### config.mk
export PLATFORM = sky130hd
export DESIGN_NAME = cordic_vectoring_flat
export DESIGN_NICKNAME = d
export VERILOG_FILES = /design/src/rtl/cordic_vectoring_if.sv /design/src/rtl/cordic_vectoring.sv /design/src/flat_wrapper.sv
export SDC_FILE = /design/constraint.sdc
export NUM_CORES = 1
export LEC_CHECK = 0
export ABC_CLOCK_PERIOD_IN_PS = 9200
export CAP_MARGIN = 20
export CORE_MARGIN = 2
export CORE_UTILIZATION = 42
export CTS_CLUSTER_SIZE = 40
export DETAILED_ROUTE_END_ITERATION = 7
export HOLD_SLACK_MARGIN = 0.02
export PLACE_DENSITY = 0.61
export SETUP_SLACK_MARGIN = 0.5
export SYNTH_ARGS = -nofsm -noshare
export SYNTH_HDL_FRONTEND = slang
export SYNTH_SLANG_ARGS = --single-unit
### constraint.sdc
create_clock -name clock -period 9.2 [get_ports clock]
set_input_delay 1.38 -clock clock [delete_from_list [all_inputs] [get_ports clock]]
set_output_delay 1.38 -clock clock [all_outputs]
set_load 0.005 [all_outputs]
### src/rtl/cordic_vectoring_if.sv
// Request/result bundle for the vectoring CORDIC: operands and start in,
// magnitude/phase with done/busy status out.
interface cordic_vectoring_if #(
    parameter int WIDTH       = 16,
    parameter int ANGLE_WIDTH = 32
);
    logic                          start;
    logic signed [WIDTH-1:0]       x_in;
    logic signed [WIDTH-1:0]       y_in;
    logic        [WIDTH-1:0]       magnitude;
    logic signed [ANGLE_WIDTH-1:0] phase;
    logic                          done;
    logic                          busy;

    modport master (output start, x_in, y_in, input magnitude, phase, done, busy);
    modport slave  (input start, x_in, y_in, output magnitude, phase, done, busy);
endinterface

### src/rtl/cordic_vectoring.sv
// Iterative vectoring-mode CORDIC: one micro-rotation per cycle, returns the
// gain-compensated magnitude and atan2(y, x) in the rotation block's angle format.
module cordic_vectoring #(
    parameter int WIDTH       = 16,
    parameter int ITERATIONS  = 15,
    parameter int ANGLE_WIDTH = 32
) (
    input logic               clock,
    input logic               reset_n,
    cordic_vectoring_if.slave bus
);
    localparam int FRAC_BITS = ANGLE_WIDTH - 3;
    localparam int XW        = WIDTH + 2;
    localparam int PW        = 2 * WIDTH + 2;
    localparam logic [4:0] LAST = 5'(ITERATIONS - 1);

    typedef logic signed [ANGLE_WIDTH-1:0] angle_t;
    typedef logic signed [XW-1:0]          coord_t;
    typedef enum logic [1:0] {IDLE, PREROTATE, ITERATE, SCALE} state_t;

    localparam longint PI_ROUND   = longint'(3.14159265358979323846 * (2.0 ** FRAC_BITS));
    localparam angle_t PI         = angle_t'(PI_ROUND);
    localparam longint GAIN_ROUND = longint'(0.6072529350 * (2.0 ** (WIDTH - 1)));
    localparam logic signed [PW-1:0] GAIN = PW'(GAIN_ROUND);

    // Arctangent table is sized to the full 5-bit counter range so the
    // counter indexes it directly; entries past ITERATIONS are never reached.
    angle_t atan_lut [32];
    for (genvar g = 0; g < 32; g++) begin : g_atan
        localparam longint ENTRY = longint'($atan(2.0 ** (-g)) * (2.0 ** FRAC_BITS));
        assign atan_lut[g] = angle_t'(ENTRY);
    end

    state_t            state, state_next;
    coord_t            x_r, y_r;
    angle_t            z_r;
    logic [4:0]        count;
    logic              zero;
    logic signed [PW-1:0] x_ext, product, scaled;
    logic [WIDTH-1:0]  mag_sat;

    // NOTE: state and every other flop are written with <= so all registers
    // update together from pre-edge values, which the micro-rotation relies on.
    always_ff @(posedge clock) begin
        if (!reset_n) state <= IDLE;
        else          state <= state_next;
    end

    // NOTE: defaults first, so every path assigns every output and no latch is inferred.
    always_comb begin
        state_next = state;
        case (state)
            IDLE:      if (bus.start) state_next = PREROTATE;
            PREROTATE: state_next = ITERATE;
            ITERATE:   if (count == LAST) state_next = SCALE;
            SCALE:     state_next = IDLE;
            default:   state_next = IDLE;
        endcase
    end

    // NOTE: the x/y/z datapath has no reset; it is always loaded before use,
    // and control (state, counter, outputs) alone decides what is visible.
    always_ff @(posedge clock) begin
        case (state)
            IDLE: begin
                if (bus.start) begin
                    x_r <= XW'(bus.x_in);
                    y_r <= XW'(bus.y_in);
                end
            end
            PREROTATE: begin
                // Fold the left half-plane onto the right; the ±π choice keeps
                // the negative real axis at +π.
                if (x_r[XW-1]) begin
                    x_r <= -x_r;
                    y_r <= -y_r;
                    z_r <= y_r[XW-1] ? -PI : PI;
                end else begin
                    z_r <= '0;
                end
            end
            ITERATE: begin
                if (y_r[XW-1]) begin
                    x_r <= x_r - (y_r >>> count);
                    y_r <= y_r + (x_r >>> count);
                    z_r <= z_r - atan_lut[count];
                end else begin
                    x_r <= x_r + (y_r >>> count);
                    y_r <= y_r - (x_r >>> count);
                    z_r <= z_r + atan_lut[count];
                end
            end
            default: ;
        endcase
    end

    assign x_ext   = PW'(x_r);
    assign product = x_ext * GAIN;
    assign scaled  = product >>> (WIDTH - 1);

    always_comb begin
        mag_sat = scaled[WIDTH-1:0];
        if (scaled[PW-1])               mag_sat = '0;
        else if (|scaled[PW-2:WIDTH])   mag_sat = '1;
    end

    always_ff @(posedge clock) begin
        if (!reset_n) begin
            count         <= '0;
            zero          <= 1'b0;
            bus.magnitude <= '0;
            bus.phase     <= '0;
            bus.done      <= 1'b0;
            bus.busy      <= 1'b0;
        end else begin
            bus.done <= 1'b0;
            bus.busy <= (state == PREROTATE) || (state == ITERATE);
            case (state)
                PREROTATE: begin
                    count <= '0;
                    zero  <= (x_r == '0) && (y_r == '0);
                end
                ITERATE: count <= count + 5'd1;
                SCALE: begin
                    // atan2(0, 0) has no meaning; report an exact zero vector.
                    bus.magnitude <= zero ? '0 : mag_sat;
                    bus.phase     <= zero ? '0 : z_r;
                    bus.done      <= 1'b1;
                end
                default: ;
            endcase
        end
    end
endmodule

### src/flat_wrapper.sv
// flat-port wrapper written by rule: the top's interface ports become plain ports
module cordic_vectoring_flat 
#(
    parameter int WIDTH       = 16,
    parameter int ITERATIONS  = 15,
    parameter int ANGLE_WIDTH = 32
)
  (clock, reset_n, bus_start, bus_x_in, bus_y_in, bus_magnitude, bus_phase, bus_done, bus_busy);
  cordic_vectoring_if #(.WIDTH(WIDTH), .ANGLE_WIDTH(ANGLE_WIDTH)) bus_i ();
  input logic clock;
  input logic reset_n;
  input wire logic [$bits(bus_i.start)-1:0] bus_start;
  input wire logic [$bits(bus_i.x_in)-1:0] bus_x_in;
  input wire logic [$bits(bus_i.y_in)-1:0] bus_y_in;
  output wire logic [$bits(bus_i.magnitude)-1:0] bus_magnitude;
  output wire logic [$bits(bus_i.phase)-1:0] bus_phase;
  output wire logic [$bits(bus_i.done)-1:0] bus_done;
  output wire logic [$bits(bus_i.busy)-1:0] bus_busy;
  assign bus_i.start = bus_start;
  assign bus_i.x_in = bus_x_in;
  assign bus_i.y_in = bus_y_in;
  assign bus_magnitude = bus_i.magnitude;
  assign bus_phase = bus_i.phase;
  assign bus_done = bus_i.done;
  assign bus_busy = bus_i.busy;
  cordic_vectoring #(.WIDTH(WIDTH), .ITERATIONS(ITERATIONS), .ANGLE_WIDTH(ANGLE_WIDTH)) u_core (.clock(clock), .reset_n(reset_n), .bus(bus_i));
endmodule
; ---- Word-level counts from Yosys, hierarchy flattened
; Memories as Yosys holds them, arrays and structs flattened.
; Index checks and enable logic that the tools add are counted.
; W data, S select, Z words.
[totals]
regBits = 126
mem_bits_ro = 1024
input_bits = 35
out_inout_bits = 50
elab_cells = 67
n_memories = 1
[classes]
n_addsub = 9
multipliers = 1
order_cmp = 1
n_eq_ne = 7
n_shift = 2
muxes = 23
bitwise = 1
reduce_logical = 11
[memory_table]
columns = name, words, word_bits, read_ports, rd_clocked_by_memory_dff, wr, line_no
row1 = (no name shown), 32, 32, 1, 0, 0, cordic_vectoring.sv:86  ; z_r <= z_r - atan_lut[count];
[op_table]
columns = op, count
row1 = $mux W32, 6
row2 = $mux W18, 6
row3 = $pmux W18 S3, 2
row4 = $pmux W32 S2, 1
row5 = $mux W16, 3
row6 = $add A18 B18 Y18, 2
row7 = $logic_not A18 Y1, 2
row8 = $neg A18 Y18, 2
row9 = $sshr A18 B5 Y18, 2
row10 = $sub A18 B18 Y18, 2
row11 = $mul A18 B15 Y33 const B, 1
row12 = $add A32 B32 Y32, 1
row13 = $sub A32 B32 Y32, 1
row14 = $pmux W5 S2, 1
row15 = $pmux W2 S4, 1
row16 = $ge A6 B6 Y1 const B, 1
row17 = $not A5 Y6, 1
row18 = $add A5 B1 Y5 const B, 1
row19 = $eq A5 B4 Y1 const B, 1
row20 = $eq A2 B2 Y1 const B, 2
row21 = $mux W2, 2
row22 = $ne A2 B1 Y1 const B, 2
row23 = $reduce_and A2 Y1, 2
row24 = $reduce_and A3 Y1, 1
row25 = 9 further kinds, 9

; ---- Logic depth before layout (Yosys ltp)
; Gate-level depths: netlist of the first run.
[depth]
word_depth = 7
depth_mapped = 28
mapped_depth_nobuf = 24

; ---- Worst setup path after synthesis of the first run
; No wires, ideal clock.
[synth_path]
path_type = reg-to-reg
start = reg u_core.x_r[17]
end = reg u_core.bus.magnitude[6]
setup_ns = 0.070
t_arrival_ns = 7.674
t_required_ns = 9.130
setup_slack_ns = 1.456
stages_incl_launch_ff = 26
path_buffers = 2
period_less_slack_ns = 7.744
path_cell_list = edfxtp_1 -> clkbuf_1 -> clkinv_1 -> ha_1 -> inv_1 -> fa_1 -> inv_1 -> fa_1 -> fa_1 -> fa_1 -> inv_1 -> fa_1 -> inv_1 -> ha_1 -> a21oi_1 -> nand2_1 -> o31a_1 -> a2111oi_1 -> o21ai_1 -> a31oi_1 -> o21ai_1 -> a21oi_1 -> mux2i_1 -> clkbuf_1 -> o21bai_1 -> a21boi_1
[synth_between]
elab_chain_len = 5
[synth_lines]
columns = element, line_no
row1 = from (decl), cordic_vectoring.sv:35  ; coord_t x_r, y_r;
row2 = from (signal assigned), cordic_vectoring.sv:67  ; x_r <= XW'(bus.x_in);
row3 = from (signal assigned), cordic_vectoring.sv:75  ; x_r <= -x_r;
row4 = from (signal assigned), cordic_vectoring.sv:84  ; x_r <= x_r - (y_r >>> count);
row5 = $mul A18 B15 Y33 *, cordic_vectoring.sv:98  ; assign product = x_ext * GAIN;
row6 = $reduce_or A3 Y1, cordic_vectoring.sv:104  ; else if (|scaled[PW-2:WIDTH]) mag_sat = '1;
row7 = $mux W16, cordic_vectoring.sv:104
row8 = $mux W16 *, cordic_vectoring.sv:103  ; if (scaled[PW-1]) mag_sat = '0;
row9 = $mux W16 *, cordic_vectoring.sv:126  ; bus.magnitude <= zero ? '0 : mag_sat;
row10 = to (signal assigned), cordic_vectoring.sv:126
row11 = to (decl), cordic_vectoring_if.sv:16  ; modport slave (input start, x_in, y_in, output magnitude, phase, done, busy);
; Every way passes the cells marked *; elsewhere a longest branch is shown, timed or not.
; A chain may end at the register's enable or synchronous reset.

; ---- Worst setup path in the final report of the first run
[layout_path]
start = reg u_core.x_r[6]
end = reg u_core.bus.magnitude[3]
; Same word-level chain as after synthesis.

==> results of run 1 <==
## cell type report
| type | instances | area (um2) | area share, % |
|---|---|---|---|
| clock buffers | 18 | 429 | 2.15 |
| clock inverters | 14 | 119 | 0.597 |
| inverters | 282 | 1060 | 5.31 |
| multi-input cells | 1589 | 13400 | 67.4 |
| flip-flops and latches | 126 | 3210 | 16.1 |
| well taps | 539 | 674 | 3.39 |
| repair buffers | 106 | 1000 | 5.03 |
## layer usage
layer,track usage [%],vias to the layer above,wire (um)
li1,-,7270,-
met1,33.4,7377,24000
met2,35.1,335,21900
met3,3.37,37,2150
met4,5.08,0,593
met5,0,-,0
## critical path, stage by stage, from the launching register on
cell	delay (ns)
edfxtp_1	0.71
inv_1	0.17
ha_1	0.40
xor2_1	0.18
ha_1	0.19
a21o_1	0.17
fa_1	0.56
fa_1	0.44
fa_1	0.55
inv_1	0.06
fa_1	0.52
inv_1	0.04
ha_1	0.34
a211oi_1	0.36
nor3_1	0.08
o31a_1	0.31
a2111oi_1	0.57
o21ai_1	0.20
a31oi_1	0.42
o211a_1	0.26
o21ai_1	0.09
mux2_2	0.39
o21bai_1	0.20
a21boi_1	0.15
## through the flow
step,instances,instance area [um2],utilization [%],setup slack [ns]
final,2674,19900,47.2,1.74
after global routing,2674,19900,47.2,1.12
after CTS,2674,19900,47.2,1.73
after detailed placement,2642,19400,45.9,1.79
after global placement,2642,19400,45.9,1.92
after floorplan,2098,18100,-,1.46
## worst max-delay path by stage
stage	slack, ns	depth (start not counted)	end	startpoint
floorplan	1.46	25	u_core.bus.magnitude[6]$_SDFFE_PN0P_	u_core.x_r[17]$_DFFE_PP_
global placement	1.92	23	u_core.bus.magnitude[1]$_SDFFE_PN0P_	u_core.x_r[9]$_DFFE_PP_
detailed placement	1.79	23	u_core.bus.magnitude[3]$_SDFFE_PN0P_	u_core.x_r[6]$_DFFE_PP_
CTS	1.73	23	u_core.bus.magnitude[3]$_SDFFE_PN0P_	u_core.x_r[8]$_DFFE_PP_
global route	1.12	24	u_core.bus.magnitude[5]$_SDFFE_PN0P_	u_core.x_r[9]$_DFFE_PP_
finish	1.74	23	u_core.bus.magnitude[3]$_SDFFE_PN0P_	u_core.x_r[6]$_DFFE_PP_
## state kept, by name (all words and copies together) (netlist names)
register and flops:
u_core.bus.busy 1, u_core.y_r 18, u_core.bus.magnitude 16, u_core.zero 1
u_core.x_r 18, u_core.bus.phase 32, u_core.state 2, u_core.count 5
u_core.bus.done 1, u_core.z_r 32
## cell usage after synthesis (13+ instances only)
| master | number | area (um2) |
|---|---|---|
| nand2b_1 | 36 | 225 |
| xnor2_1 | 103 | 902 |
| ha_1 | 209 | 2620 |
| a21boi_1 | 15 | 113 |
| o21bai_1 | 25 | 188 |
| o21a_1 | 14 | 105 |
| o21ai_0 | 78 | 390 |
| a22oi_1 | 21 | 158 |
| nand3_1 | 33 | 165 |
| buf_1 | 17 | 63.8 |
| fa_1 | 121 | 2420 |
| nand2_1 | 108 | 405 |
| o31ai_1 | 14 | 105 |
| edfxtp_1 | 68 | 2040 |
| nor2_1 | 150 | 563 |
| mux2i_1 | 22 | 220 |
| nor2b_1 | 90 | 563 |
| mux4_2 | 36 | 811 |
| nor3_1 | 33 | 165 |
| and3_1 | 13 | 81.3 |
| o22ai_1 | 16 | 100 |
| a21oi_1 | 174 | 871 |
| inv_1 | 277 | 1040 |
| clkbuf_1 | 69 | 259 |
| a31oi_1 | 24 | 150 |
| dfxtp_1 | 58 | 1160 |
| a21o_1 | 42 | 315 |
| xor2_1 | 38 | 333 |
| and2_1 | 17 | 106 |
| or3_1 | 16 | 100 |
## cell families after synthesis
| kind of cell | synth area share [%] |
|---|---|
| fa+ha+maj | 27.9 |
| mux | 6.83 |
| compound gates | 17.8 |
| buf+inv | 8.14 |
| simple gates | 14.8 |
| xor+xnor | 6.84 |
| flops | 17.7 |
==> results by group, run 1 <==
GRT
  – Largest net degree at the start of global routing: 71
  – First-pass GRT wire length: 80,100 um
  – Initial antenna violation count: 0
  – Gr ovfl total: 0
  – GRT Util Overall: ~23%
  – Vias in the first global route: around 15k

Die
  – Die Y: between 200 and 250 um
  – Die area: 44,700 um2
  – Top Ports: 85
  – Die X-Extent: 211 um
  – Starting Density: 42.8%
  – Core area: 42,200 um2
  – Rows: 75

Route
  – Routed Wire Length: 48,600 um
  – DRT iter0 DRCs: ~1.4k
  – Routed len/inst: 18.2 um
  – DR vias: about 15k
  – Antenna viol nets, final: 0
  – Vias per Instance: ~5.6
  – Drt drc: 0
  – Initial DRT Pass Iterations: 5

CTS
  – CTS root buf: clkbuf_16
  – Max H-tree Level: 4
  – Max clock buf depth: 2
  – Hold buffers post-CTS: 0
  – CTS sink cnt: between 100 and 150
  – CTS tree: yes
  – Setup bufs post-CTS: 0
  – CTS Buf Count: 17
  – Worst-path clk slew: approximately 0.060 ns
  – Number of gates resized after CTS: 0
  – Insertion delay to the later sink of the worst-skew pair: ~0.48 ns

STA
  – Actual slew at the worst max-slew pin: 1.05 ns
  – Hold Vio Cnt, Final: 0
  – Fin crit period: 7.46 ns
  – Final setup violation count: 0
  – Crit share post-route: 81.0%
  – Setup TNS: 0 ns
  – Final setup skew: 0.0203 ns
  – RSZ-0062 raised after global routing: false
  – Max_slew headroom: 30.2%
  – Final hold slack: 0.469 ns
  – Slew Viols, Final: 0
  – FMAX: 0.134 GHz

Place
  – HPWL after DPL: 36,800 um
  – Placer Congestion: approximately 0.89
  – IO Port Bufs: 84

Critical path
  – Reg-to-reg startpoint: u_core.x_r[6]$_DFFE_PP_
  – Crit path max fanout: 16
  – Worst reg-to-reg path cell count: 23
  – Required time worst endpoint: approximately 9.6 ns
  – Startpoint Class: flip-flop
  – Worst endpoint data arrival time: slightly below 8 ns
  – Setup CP Type: flip-flop to flip-flop
  – Reg2reg end: u_core.bus.magnitude[3]$_SDFFE_PN0P_
  – Flop-to-flop setup slack: between 1.5 and 2 ns
  – Setup crit end kind: flip-flop

Synthesis
  – Register area share after synthesis: 17.7%
  – Cells after synthesis: 2,098
  – Synth Register Bits: 126
  – Ys Warns: 0
  – Async SR Flop Fraction: 0%
  – EDFF count, synth: 68
  – Cell Area, Synth: between 15,000 and 20,000 um2
  – Mean Syn Cell Area: ~8.6 um2
  – Synth Net Count: 2,463
  – Dominant synthesized flop cell: edfxtp_1
  – Distinct cells, synth: 80

Worst hold path
  – Hold path depth: 2
  – Worst Hold End: u_core.bus.magnitude[12]$_SDFFE_PN0P_
  – HP Class: flip-flop to flip-flop
  – Worst hold path startpoint: u_core.bus.magnitude[12]$_SDFFE_PN0P_

Cells and area
  – Synthesis-to-finish area growth: 10.3%
  – Most common cell after layout, fill and taps aside: inv_1
  – Layout cells sized above 1: 5.76%
  – Nets: 2,487
  – Commonest non-fill, non-tap cells in the layout: inv_1, ha_1, a21oi_1, nor2_1, fa_1
  – ANT cells: 0
  – Fillcell total: between 4k and 5k

Job
  – Max cap viols: 0

Outcome
  – Status: complete, no violations
Power of run 1 is left out: the tool's default activity adds up to more than one toggle a clock period on the data nets, which glitch-free logic cannot reach.
==> inputs of run 2 (changes only) <==
--- a/config.mk
+++ b/config.mk
@@ -5,14 +5,14 @@
 export SDC_FILE = /design/constraint.sdc
 export NUM_CORES = 1
 export LEC_CHECK = 0
-export ABC_CLOCK_PERIOD_IN_PS = 9200
+export ABC_CLOCK_PERIOD_IN_PS = 6510
 export CAP_MARGIN = 20
 export CORE_MARGIN = 2
 export CORE_UTILIZATION = 42
 export CTS_CLUSTER_SIZE = 40
 export DETAILED_ROUTE_END_ITERATION = 7
 export HOLD_SLACK_MARGIN = 0.02
-export PLACE_DENSITY = 0.61
+export PLACE_DENSITY = 0.63
 export SETUP_SLACK_MARGIN = 0.5
 export SYNTH_ARGS = -nofsm -noshare
 export SYNTH_HDL_FRONTEND = slang
==> constraint.sdc (replaced) <==
create_clock -name clock -period 6.51 [get_ports clock]
set_input_delay 0.9765 -clock clock [delete_from_list [all_inputs] [get_ports clock]]
set_output_delay 0.9765 -clock clock [all_outputs]
set_load 0.005 [all_outputs]
==> results by group, run 2 (synthesis gave the netlist of run 1 again) <==
Worst hold path
  – Worst Hold End: u_core.bus.magnitude[3]$_SDFFE_PN0P_ (was u_core.bus.magnitude[12]$_SDFFE_PN0P_)
  – HP Class: flip-flop to flip-flop (unchanged)
  – Worst hold path startpoint: u_core.bus.magnitude[3]$_SDFFE_PN0P_ (was u_core.bus.magnitude[12]$_SDFFE_PN0P_)
  – Hold path depth: 2 (unchanged)

STA
  – Final setup skew: 0.0133 ns (was 0.0203 ns)
  – Final setup violation count: 0 (unchanged)
  – FMAX: 0.161 GHz (was 0.134 GHz)
  – Crit share post-route: 95.3% (was 81.0%)
  – Setup TNS: 0 ns (unchanged)
  – Max_slew headroom: 31.5% (was 30.2%)
  – Fin crit period: 6.20 ns (was 7.46 ns)
  – Actual slew at the worst max-slew pin: 1.03 ns (was 1.05 ns)
  – Slew Viols, Final: 0 (unchanged)
  – Hold Vio Cnt, Final: 0 (unchanged)
  – RSZ-0062 raised after global routing: true (was false)

CTS
  – Max H-tree Level: 4 (unchanged)
  – CTS sink cnt: 126 (unchanged)
  – Worst-path clk slew: 0.06 ns (about the same)
  – Max clock buf depth: 2 (unchanged)
  – Insertion delay to the later sink of the worst-skew pair: 0.49 ns (was 0.48 ns)
  – CTS tree: yes (unchanged)
  – CTS Buf Count: 17 (unchanged)
  – CTS root buf: clkbuf_16 (unchanged)

Die
  – Die Y: 211 um (unchanged)
  – Top Ports: 85 (unchanged)
  – Die X-Extent: 211 um (unchanged)
  – Core area: 42,200 um2 (unchanged)
  – Starting Density: 42.8% (unchanged)
  – Rows: 75 (unchanged)
  – Die area: 44,700 um2 (unchanged)

Critical path
  – CP most frequent cell: fa_1 (unchanged)
  – Setup crit end kind: flip-flop (unchanged)
  – Flop-to-flop setup slack: 0.31 ns (was 1.74 ns)
  – Required time worst endpoint: 6.92 ns (was 9.59 ns)
  – Reg2reg end: u_core.bus.magnitude[1]$_SDFFE_PN0P_ (was u_core.bus.magnitude[3]$_SDFFE_PN0P_)
  – Reg-to-reg startpoint: u_core.x_r[10]$_DFFE_PP_ (was u_core.x_r[6]$_DFFE_PP_)
  – Worst reg-to-reg path cell count: 24 (was 23)
  – Worst endpoint data arrival time: 6.61 ns (was 7.84 ns)
  – Crit path cell chain: buf_6, ha_4, inv_2, fa_1, fa_1, fa_1, inv_1, fa_1, inv_2, fa_1, inv_2, ha_4, a211oi_2, o21bai_1, o311a_1, a2111oi_2, buf_4, o21ai_4, a31oi_4, o211a_1, o21ai_4, mux2_4, o21bai_1, a21boi_1 (was inv_1, ha_1, xor2_1, ha_1, a21o_1, fa_1, fa_1, fa_1, inv_1, fa_1, inv_1, ha_1, a211oi_1, nor3_1, o31a_1, a2111oi_1, o21ai_1, a31oi_1, o211a_1, o21ai_1, mux2_2, o21bai_1, a21boi_1)
  – Crit path max fanout: 8 (was 16)
  – Slowest stage delay, CP: 0.54 ns (was 0.71 ns)
  – Startpoint Class: flip-flop (unchanged)
  – Worst path slowest cell: fa_1 (was edfxtp_1)
  – Setup CP Type: flip-flop to flip-flop (unchanged)

Route
  – Routed len/inst: 18.1 um (was 18.2 um)
  – DR vias: 15.4k (was 15.0k)
  – Drt drc: 0 (unchanged)
  – DRT iter0 DRCs: 1,150 (was 1,368)
  – Routed Wire Length: 50,000 um (was 48,600 um)
  – Antenna viol nets, final: 0 (unchanged)
  – Vias per Instance: 5.58 (was 5.62)
  – Initial DRT Pass Iterations: 5 (unchanged)

Place
  – Placer Congestion: 0.922 (was 0.889)
  – HPWL after DPL: 38,200 um (was 36,800 um)
  – IO Port Bufs: 84 (unchanged)

GRT
  – First-pass GRT wire length: 81,300 um (was 80,100 um)
  – GRT Util Overall: 23.1% (was 22.7%)
  – Gr ovfl total: 0 (unchanged)
  – Largest net degree at the start of global routing: 62 (was 71)
  – Vias in the first global route: 15.3k (was 14.7k)
  – Initial antenna violation count: 0 (unchanged)

Cells and area
  – Layout cells sized above 1: 12.8% (was 5.76%)
  – Commonest non-fill, non-tap cells in the layout: inv_1, ha_1, a21oi_1, nor2_1, fa_1 (unchanged)
  – Nets: 2,574 (was 2,487)
  – Most common cell after layout, fill and taps aside: inv_1 (unchanged)
  – ANT cells: 0 (unchanged)
  – Synthesis-to-finish area growth: 17.0% (was 10.3%)
  – Biggest regs: u_core.bus.phase x32, u_core.z_r x32 (unchanged)

Outcome
  – Status: complete, no violations (unchanged)

Job
  – Max cap viols: 0 (unchanged)
==> run 2: cell types whose count changed in the layout (fill, tap and decap cells not counted), moves of 3 or more <==
| cell | change |
|---|---|
| buf_12 | +3 |
| ha_1 | -26 |
| buf_6 | +8 |
| a21oi_1 | -3 |
| buf_4 | +74 |
| ha_4 | +24 |
| inv_1 | -29 |
| inv_2 | +27 |
==> run 2: how the worst max path moves through the flow <==
stage,startpoint,to,slack (ns),cells after the start
2_1_floorplan,u_core.x_r[17]$_DFFE_PP_,u_core.bus.magnitude[14]$_SDFFE_PN0P_,0.25,25
3_3_place_gp,u_core.x_r[6]$_DFFE_PP_,u_core.bus.magnitude[1]$_SDFFE_PN0P_,0.18,24
3_5_place_dp,u_core.x_r[10]$_DFFE_PP_,u_core.bus.magnitude[15]$_SDFFE_PN0P_,0.01,24
4_1_cts,u_core.x_r[10]$_DFFE_PP_,u_core.bus.magnitude[1]$_SDFFE_PN0P_,0.29,26
5_1_grt,u_core.x_r[11]$_DFFE_PP_,u_core.bus.magnitude[1]$_SDFFE_PN0P_,0.06,26
6_report,u_core.x_r[10]$_DFFE_PP_,u_core.bus.magnitude[1]$_SDFFE_PN0P_,0.31,24
==> run 2: cell type report <==
type	instances	area, um2
fillers	3966	21100
multi-input cells	1590	13900
flip-flops and latches	126	3210
repair buffers	192	1730
inverters	282	1080
well taps	539	674
clock buffers	20	437
clock inverters	12	121
==> run 2: through the flow <==
stage	instances	cell area, um2	worst slack (ns)	util, %	hold WS, ns
6_report	2761	21100	0.306	50.1	0.468
5_1_grt	2761	21100	0.0564	50.1	0.497
4_1_cts	2750	20900	0.294	49.6	0.470
3_5_place_dp	2689	19800	0.0121	46.9	0.460
3_3_place_gp	2689	19800	0.181	46.9	0.458
2_1_floorplan	2098	18200	0.250	-	0.460
==> run 2: per-layer routing <==
metal	vias up	wire length (um)	track usage, %
met4	0	1090	7.33
met1	7510	24100	32.9
met2	378	22500	35.9
met3	46	2350	3.50
met5	-	0	0
li1	7477	-	-
==> run 2: critical path, delay by kind of cell (launching register included) <==
family	cells	cell delay, ns
adders and majority gates	7	2.89
AOI/OAI and AO/OA	10	1.87
buffers and inverters	6	0.53
DFF	1	0.47
muxes	1	0.37
==> run 2: timing repair <==
action / 4_1_cts / 5_1_grt
endpoints found under the hold margin: 0 / 0
hold buffers: 0 / 0
setup endpoints to repair: 18 / 27
pin swaps: 30 / 20
cloned: 2 / 0
resized for setup: 58 / 26
buffers inserted: 27 / 11
Power of run 2 is left out for the same reason.
==> inputs of run 3 (changes only) <==
--- a/config.mk
+++ b/config.mk
@@ -7,7 +7,7 @@
 export LEC_CHECK = 0
 export ABC_CLOCK_PERIOD_IN_PS = 6510
 export CAP_MARGIN = 20
-export CORE_MARGIN = 2
+export CORE_MARGIN = 5
 export CORE_UTILIZATION = 42
 export CTS_CLUSTER_SIZE = 40
 export DETAILED_ROUTE_END_ITERATION = 7
==> results by group, run 3 (synthesis gave the netlist of run 1 again) <==
Worst hold path
  – Worst hold path startpoint: u_core.bus.magnitude[4]$_SDFFE_PN0P_ (was u_core.bus.magnitude[3]$_SDFFE_PN0P_)
  – Hold path depth: 2 (unchanged)
  – HP Class: flip-flop to flip-flop (unchanged)
  – Worst Hold End: u_core.bus.magnitude[4]$_SDFFE_PN0P_ (was u_core.bus.magnitude[3]$_SDFFE_PN0P_)

Critical path
  – Required time worst endpoint: 6.90 ns (was 6.92 ns)
  – Worst reg-to-reg path cell count: 25 (was 24)
  – Setup CP Type: flip-flop to flip-flop (unchanged)
  – Reg-to-reg startpoint: u_core.x_r[10]$_DFFE_PP_ (unchanged)
  – Flop-to-flop setup slack: 0.19 ns (was 0.31 ns)
  – Startpoint Class: flip-flop (unchanged)
  – Worst endpoint data arrival time: 6.71 ns (was 6.61 ns)
  – Reg2reg end: u_core.bus.magnitude[0]$_SDFFE_PN0P_ (was u_core.bus.magnitude[1]$_SDFFE_PN0P_)
  – Crit path max fanout: 8 (unchanged)
  – Setup crit end kind: flip-flop (unchanged)

Die
  – Rows: 76 (was 75)
  – Starting Density: 42.2% (was 42.8%)
  – Top Ports: 85 (unchanged)
  – Die X-Extent: 217 um (was 211 um)
  – Die Y: 217 um (was 211 um)
  – Die area: 47,300 um2 (was 44,700 um2)
  – Core area: 42,800 um2 (was 42,200 um2)

Route
  – Drt drc: 0 (unchanged)
  – Routed len/inst: 18.4 um (was 18.1 um)
  – Max Used Layer: met4 (unchanged)
  – Initial DRT Pass Iterations: 5 (unchanged)
  – DR vias: 15.6k (was 15.4k)
  – DRT iter0 DRCs: 1,116 (was 1,150)
  – WL met3: 2310 um (was 2350 um)
  – Antenna viol nets, final: 0 (unchanged)
  – Vias per Instance: 5.61 (was 5.58)
  – Met1 wire length: 24,500 um (was 24,100 um)
  – Routed Wire Length: 51,000 um (was 50,000 um)
  – Met2 routed WL: 23,300 um (was 22,500 um)

Job
  – Max cap viols: 0 (unchanged)

STA
  – Actual slew at the worst max-slew pin: 1.05 ns (was 1.03 ns)
  – Slew Viols, Final: 0 (unchanged)
  – RSZ-0062 raised after global routing: true (unchanged)
  – Crit share post-route: 97.1% (was 95.3%)
  – Setup TNS: 0 ns (unchanged)
  – Max_slew headroom: 30.3% (was 31.5%)
  – Fin crit period: 6.32 ns (was 6.20 ns)
  – Hold Vio Cnt, Final: 0 (unchanged)
  – FMAX: 0.158 GHz (was 0.161 GHz)
  – Final setup skew: 0.0197 ns (was 0.0133 ns)
  – Final setup violation count: 0 (unchanged)

Place
  – IO Port Bufs: 84 (unchanged)
  – HPWL after DPL: 38,800 um (was 38,200 um)
  – Placer Congestion: 0.940 (was 0.922)

Cells and area
  – Final core utilization: 49.8% (was 50.1%)
  – Nets: 2,584 (was 2,574)
  – ANT cells: 0 (unchanged)
  – Most common cell after layout, fill and taps aside: inv_1 (unchanged)
  – Synthesis-to-finish area growth: 17.9% (was 17.0%)
  – Biggest regs: u_core.bus.phase x32, u_core.z_r x32 (unchanged)
  – Layout cells sized above 1: 13.6% (was 12.8%)
  – Commonest non-fill, non-tap cells in the layout: inv_1, ha_1, a21oi_1, nor2_1, fa_1 (unchanged)

GRT
  – GRT Util Overall: 21.6% (was 23.1%)
  – Largest net degree at the start of global routing: 60 (was 62)
  – Gr ovfl total: 0 (unchanged)
  – First-pass GRT wire length: 81,800 um (was 81,300 um)
  – Initial antenna violation count: 0 (unchanged)
  – Vias in the first global route: 15.0k (was 15.3k)

CTS
  – CTS sink cnt: 126 (unchanged)
  – Worst-path clk slew: 0.07 ns (was 0.06 ns)
  – CTS tree: yes (unchanged)
  – Max H-tree Level: 4 (unchanged)
  – Max clock buf depth: 2 (unchanged)
  – CTS root buf: clkbuf_16 (unchanged)
  – Insertion delay to the later sink of the worst-skew pair: 0.47 ns (was 0.49 ns)
  – CTS Buf Count: 17 (unchanged)

Outcome
  – Status: complete, no violations (unchanged)
-- run 3: cell types whose count changed in the layout (fill, tap and decap cells not counted), sizes merged --
cell | before | now
buf | 108 | 118
bufinv | 2 | 3
clkbuf | 21 | 23
clkinv | 9 | 5
clkinvlp | 4 | 2
inv | 279 | 281
-- run 3: routing by layer --
layer  vias to the layer above  GRT usage, %
met4                         0          6.07
li1                       7479             -
met3                        61          3.64
met1                      7673          31.1
met5                         -             0
met2                       357          33.8
-- run 3: area by class of cell --
type / count / area, um2
inverters: 282 / 1070
clock inverters: 9 / 131
repair buffers: 202 / 1820
fillers: 4022 / 21500
multi-input cells: 1590 / 13900
clock buffers: 22 / 485
flip-flops and latches: 126 / 3210
well taps: 546 / 683
-- run 3: metrics by stage --
step / hold slack, ns / instances / cell area, um2 / setup slack [ns]
floorplan: 0.460 / 2098 / 18200 / 0.250
finish: 0.468 / 2777 / 21300 / 0.190
global placement: 0.455 / 2699 / 19900 / 0.184
global route: 0.496 / 2777 / 21300 / -0.0426
detailed placement: 0.457 / 2699 / 19900 / 0.0431
CTS: 0.469 / 2749 / 20800 / 0.101
-- run 3: critical path, cell delays in order, from the launching register on --
cell and delay [ns]:
edfxtp_1 0.40, buf_6 0.14, buf_6 0.11, ha_4 0.25, inv_2 0.04, fa_1 0.54
fa_1 0.46, fa_1 0.50, inv_1 0.05, fa_1 0.47, inv_1 0.05, fa_1 0.49
inv_2 0.05, ha_4 0.21, o21ai_2 0.13, o21bai_1 0.08, o311a_1 0.36, a2111oi_2 0.38
buf_4 0.20, o21ai_4 0.08, a31oi_4 0.20, o211a_1 0.23, o21ai_2 0.12, mux2_4 0.37
o21bai_1 0.17, a21boi_1 0.14
-- run 3: worst max path at each step --
stage,startpoint,to,slack (ns),cells past startpoint
2_1_floorplan,u_core.x_r[17]$_DFFE_PP_,u_core.bus.magnitude[14]$_SDFFE_PN0P_,0.25,25
3_3_place_gp,u_core.x_r[5]$_DFFE_PP_,u_core.bus.magnitude[1]$_SDFFE_PN0P_,0.18,24
3_5_place_dp,u_core.x_r[8]$_DFFE_PP_,u_core.bus.magnitude[0]$_SDFFE_PN0P_,0.04,24
4_1_cts,u_core.x_r[8]$_DFFE_PP_,u_core.bus.magnitude[9]$_SDFFE_PN0P_,0.10,25
5_1_grt,u_core.x_r[6]$_DFFE_PP_,u_core.bus.magnitude[13]$_SDFFE_PN0P_,-0.04,27
6_report,u_core.x_r[10]$_DFFE_PP_,u_core.bus.magnitude[0]$_SDFFE_PN0P_,0.19,25
-- run 3: timing repair --
item                                    CTS  global route
hold buffers                              0             0
buffers inserted                         17            28
resized for setup                        35            68
cloned                                    2             0
pin swaps                                50            61
endpoints found under the setup margin   19            34
Power of run 3 is left out for the same reason.
